File: src/rtl/updown_counter.sv
// updown_counter: parametrised signed up/down counter with load, overflow and zero flags.
// Define UPDOWN_COUNTER_SAT_EN to clamp at the signed limits instead of wrapping.
module updown_counter #(
   parameter int WIDTH     = 16,
   parameter int STEP      = 1,
   parameter int RESET_VAL = 0
) (
   input  logic             clk,
   input  logic             res,
   input  logic [WIDTH-1:0] in,
   input  logic             load,
   input  logic             inc,
   input  logic             dec,
   output logic [WIDTH-1:0] o,
   output logic             ovf,
   output logic             zero
);
   logic [WIDTH:0]   ext, sum;
   logic [WIDTH-1:0] nxt;
   logic             count, of;
   always_comb begin
      ext   = {o[WIDTH-1], o};
      count = inc ^ dec;
      sum   = inc ? ext + (WIDTH+1)'(STEP) : ext - (WIDTH+1)'(STEP);
      // the extra bit disagreeing with the sign bit means the result left the signed range
      of    = count && !load && (sum[WIDTH] != sum[WIDTH-1]);
`ifdef UPDOWN_COUNTER_SAT_EN
      nxt   = load ? in : !count ? o : of ? (inc ? {1'b0, {(WIDTH-1){1'b1}}} : {1'b1, {(WIDTH-1){1'b0}}}) : sum[WIDTH-1:0];
`else
      nxt   = load ? in : count ? sum[WIDTH-1:0] : o;
`endif
   end
   always_ff @(posedge clk or negedge res) begin
      if (!res) begin
         o    <= WIDTH'(RESET_VAL);
         ovf  <= 1'b0;
         zero <= (RESET_VAL == 0);
      end else begin
         o    <= nxt;
         ovf  <= of;
         zero <= (nxt == '0);
      end
   end
endmodule
File: config.mk
export PLATFORM = sky130hd
export DESIGN_NAME = updown_counter
export DESIGN_NICKNAME = d
export VERILOG_FILES = /design/src/rtl/updown_counter.sv
export SDC_FILE = /design/constraint.sdc
export NUM_CORES = 1
export LEC_CHECK = 0
export BUFFER_PORTS_ARGS = -buffer_cell sky130_fd_sc_hd__buf_4
export CORE_ASPECT_RATIO = 0.75
export CORE_MARGIN = 2
export CORE_UTILIZATION = 43
export CTS_BUF_LIST = sky130_fd_sc_hd__clkbuf_4 sky130_fd_sc_hd__clkbuf_8
export DETAILED_ROUTE_END_ITERATION = 12
export HOLD_SLACK_MARGIN = 0.08
export PLACE_DENSITY = 0.67
export SYNTH_ARGS = -nofsm -noshare
export SYNTH_HDL_FRONTEND = slang
export SYNTH_SLANG_ARGS = --single-unit
File: constraint.sdc
create_clock -name clk -period 6.1 [get_ports clk]
set_clock_uncertainty 0.15 [all_clocks]
set_input_delay 0.61 -clock clk [delete_from_list [all_inputs] [get_ports clk]]
set_output_delay 0.61 -clock clk [all_outputs]
set_load 0.1 [all_outputs]
==> metrics.cfg <==
[logic_synthesis]
yosysSeqAreaShare=0.273
synth_top_cell_area_share=0.257
synth_ff_type=sky130_fd_sc_hd__dfrtp_1
synth_fp_nets=218
ys_warn_count=0
asyncSetResetFlopFracSynth=1.00
netlist.top_cell.by_area=sky130_fd_sc_hd__dfrtp_1
mappedNetlistArea_um2=1660
synth_cell_types=49
synth_edf_count=0
synth_seq_cells=18
avgSynthCellArea_um2=9.15
synthesis.instances=181
synthTopCellsByArea=sky130_fd_sc_hd__dfrtp_1 (26%), sky130_fd_sc_hd__ha_1 (11%), sky130_fd_sc_hd__a21oi_1 (3.9%), sky130_fd_sc_hd__nor3b_1 (3.6%), sky130_fd_sc_hd__xnor2_1 (3.2%)

[final_layout]
num-fill-cells=342
syn2layout_area_growth_pct=23.7
antenna_cells_inserted=0
final_core_util=0.556
drive_gt1_frac=0.265
final_net_count=257
layout.cell_area.non_filler_um2=2050

[pwr]
power_density_nw_per_um2=369
power.net_switching_uw=402
pwr-share-clk=0.133
vdd.ir_drop.worst_mv=0.181
intPower_uw=355
proportion_of_total_power_due_to_net_switching=0.531
fin_total_pwr_uw=757
p_leak_nw=0.952
power.share.sequential=0.218
combPwrFrac=0.648

[clocking]
cts-htree-levels=1
latest_clock_arrival_within_the_worst_skew_pair_ns=0.26
cts-root-to-sink-buffers=2
tritoncts=yes
cts_bufs_inserted=3
cts_root_buffer=sky130_fd_sc_hd__clkbuf_8
clk_pin_slew_worst_paths_ns=0.08
clock_sinks=18

[global_route]
grt_pass1_wl_um=7170
globalRoute.totalOverflow=0
grt_usage=0.216
grt_start_max_net_pins=40
antenna_violations_before_repair=0
grt_pass1_vias=1493

[job]
max_cap_viol_count=0

[timing]
setup_tns_ns=0
finalHoldViolCount=0
fmax_mhz=299
final-setup-viol-count=0
final_period_minus_worst_setup_slack_ns=3.34
timing_max_transition_violations_final=0
fin_crit_sh=0.548
max-slew-margin-rel=0.563
grt_setup_unrepaired=false
tightest_slew_ns=0.648

[placement]
io_buffers=38
detailed_placement_wirelength_estimate_um=3180
gp_congestion=0.889
placed_area_um2=1980

[routing]
detail_route.iter0.violations=63
post_drt_wl_per_cell_um=16.0
dr_total_vias=1518
antenna_violating_nets_post_route=0
detail_route.vias_per_cell=5.60
drt_wl_total_um=4330
detail_route.drc_violations=0
first_drt_pass_iteration_count=4

[die]
design.core.area_um2=3680
floorplan.initialDensity=0.449
pin_count=39
num_rows=19
die_area_um2=4370
die_x_um=75.6
die_h_um=57.7

[worst_setup_path]
biggest_cell_delay_along_the_critical_path_ns=0.42
crit_path_start_kind=input pin
critical_path_peak_fanout=15
cp_cell_sequence=buf_4 > inv_1 > ha_1 > a21oi_2 > nand2_1 > o21ai_2 > nand3_1 > a41o_1 > xor2_1 > a221o_1 > nor4_2
setup.worst_path.class=in2reg
cp_data_required_time_ns=6.12
end_kind=flop
timing.critical_path.max_delay_family=compound AO/OA/AOI/OAI gates
path_buf_inv=2
timing.critical_path.slowest_stage_cell=sky130_fd_sc_hd__inv_1
worst_ep_arrival_time_ns=3.36

[worst_hold_path]
hp-class=in2reg

[status]
status=complete, no violations

## area by class of cell
cell class / instances / area [µm²] / area share
Timing Repair Buffer: 40 / 303 / 0.148
Multi-Input combinational cell: 147 / 1140 / 0.555
Sequential cell: 18 / 452 / 0.221
Inverter: 10 / 37.5 / 0.0183
Tap cell: 52 / 65.1 / 0.0318
Clock buffer: 4 / 55.1 / 0.0269
## per-stage QoR
stage	setup WS [ns]	cells	hold WS (ns)
CTS	2.74	271	0.444
finish	2.76	271	0.445
detailed placement	2.48	266	0.356
global placement	2.54	266	0.355
floorplan	2.76	181	0.164
global route	2.58	271	0.475
## cell families after synthesis
| family | Yosys count | share of synthesized area |
|---|---|---|
| buffers and inverters | 16 | 0.0408 |
| adder cells (fa/ha/maj) | 16 | 0.125 |
| multiplexers | 8 | 0.0522 |
| flip-flops | 18 | 0.273 |
| AO/OA/AOI/OAI | 52 | 0.225 |
| XOR/XNOR | 11 | 0.0695 |
| AND/OR/NAND/NOR | 60 | 0.214 |
## synth_stat cells (6+ instances only)
master,count
sky130_fd_sc_hd__nor3b_1,8
sky130_fd_sc_hd__nor2_1,10
sky130_fd_sc_hd__dfrtp_1,17
sky130_fd_sc_hd__nand3_1,7
sky130_fd_sc_hd__nand2_1,8
sky130_fd_sc_hd__inv_1,10
sky130_fd_sc_hd__xnor2_1,6
sky130_fd_sc_hd__nor3_1,8
sky130_fd_sc_hd__ha_1,15
sky130_fd_sc_hd__a21oi_1,13
sky130_fd_sc_hd__a21o_1,6
## per-layer routing
layer / up-vias / wire, µm / GRT usage
met4: 0 / 53 / 0.0451
li1: 762 / - / -
met3: 6 / 158 / 0.0435
met1: 716 / 2140 / 0.308
met5: - / 0 / 0
met2: 34 / 1980 / 0.342
## power groups by stage
stage	Sequential (mW)	Combinational, mW	Clock, mW
CTS	0.165	0.490	0.104
floorplan	0.336	0.213	0
detailed placement	0.167	0.487	0
global placement	0.165	0.480	0
finish	0.165	0.491	0.101
global route	0.169	0.524	0.110
## cells in the final DEF (no fill, tap or decap), types with 2 or more instances in the layout
master,netlist,layout
sky130_fd_sc_hd__o2111ai_1,2,2
sky130_fd_sc_hd__nand2_1,8,8
sky130_fd_sc_hd__nand2b_1,2,2
sky130_fd_sc_hd__nor3_2,2,2
sky130_fd_sc_hd__a221oi_1,2,2
sky130_fd_sc_hd__or3_1,2,2
sky130_fd_sc_hd__and3_1,3,3
sky130_fd_sc_hd__xor2_1,4,4
sky130_fd_sc_hd__and4_1,2,2
sky130_fd_sc_hd__a21oi_1,13,13
sky130_fd_sc_hd__o21a_1,3,3
sky130_fd_sc_hd__mux2_2,4,4
sky130_fd_sc_hd__nor2_1,10,10
sky130_fd_sc_hd__ha_1,15,15
sky130_fd_sc_hd__nor4_2,2,2
sky130_fd_sc_hd__clkbuf_8,0,4
sky130_fd_sc_hd__a21o_1,6,6
sky130_fd_sc_hd__nor3_1,8,8
sky130_fd_sc_hd__buf_4,2,39
sky130_fd_sc_hd__o211ai_1,3,3
sky130_fd_sc_hd__o21ai_0,3,3
sky130_fd_sc_hd__o21ai_1,2,2
sky130_fd_sc_hd__nor3b_1,8,8
sky130_fd_sc_hd__a31oi_1,4,4
sky130_fd_sc_hd__a221o_1,2,2
sky130_fd_sc_hd__nor2b_1,4,4
sky130_fd_sc_hd__mux2i_1,3,3
sky130_fd_sc_hd__inv_1,10,10
sky130_fd_sc_hd__nand3_1,7,7
sky130_fd_sc_hd__dfrtp_1,17,17
sky130_fd_sc_hd__xnor2_1,6,6
## worst paths after layout
kind	start	to	slack (ns)	cells after the start
worst max register to register	o[0]	zero	3.19	10
min in group asynchronous	res	o[12]	0.61	2
worst max-delay path	inc	zero	2.76	11
max in group asynchronous	res	zero	4.92	2
worst min-delay path	in[8]	o[8]	0.44	3
worst min register to register	o[14]	o[14]	0.48	2
## worst min-delay path, stage by stage
cell	delay, ns
sky130_fd_sc_hd__buf_4	0.08
sky130_fd_sc_hd__nor2b_1	0.04
sky130_fd_sc_hd__nor2_1	0.09
## registers in the layout, summed over array words and instances, names as in the netlist
signal,count
o,16
ovf,1
zero,1
## timing repair
action | CTS | global route
hold endpoints to repair | 17 | 0
gates resized for setup | 0 | 0
setup buffers | 0 | 0
hold buffers | 1 | 0
(Power assumes the default switching activity.)
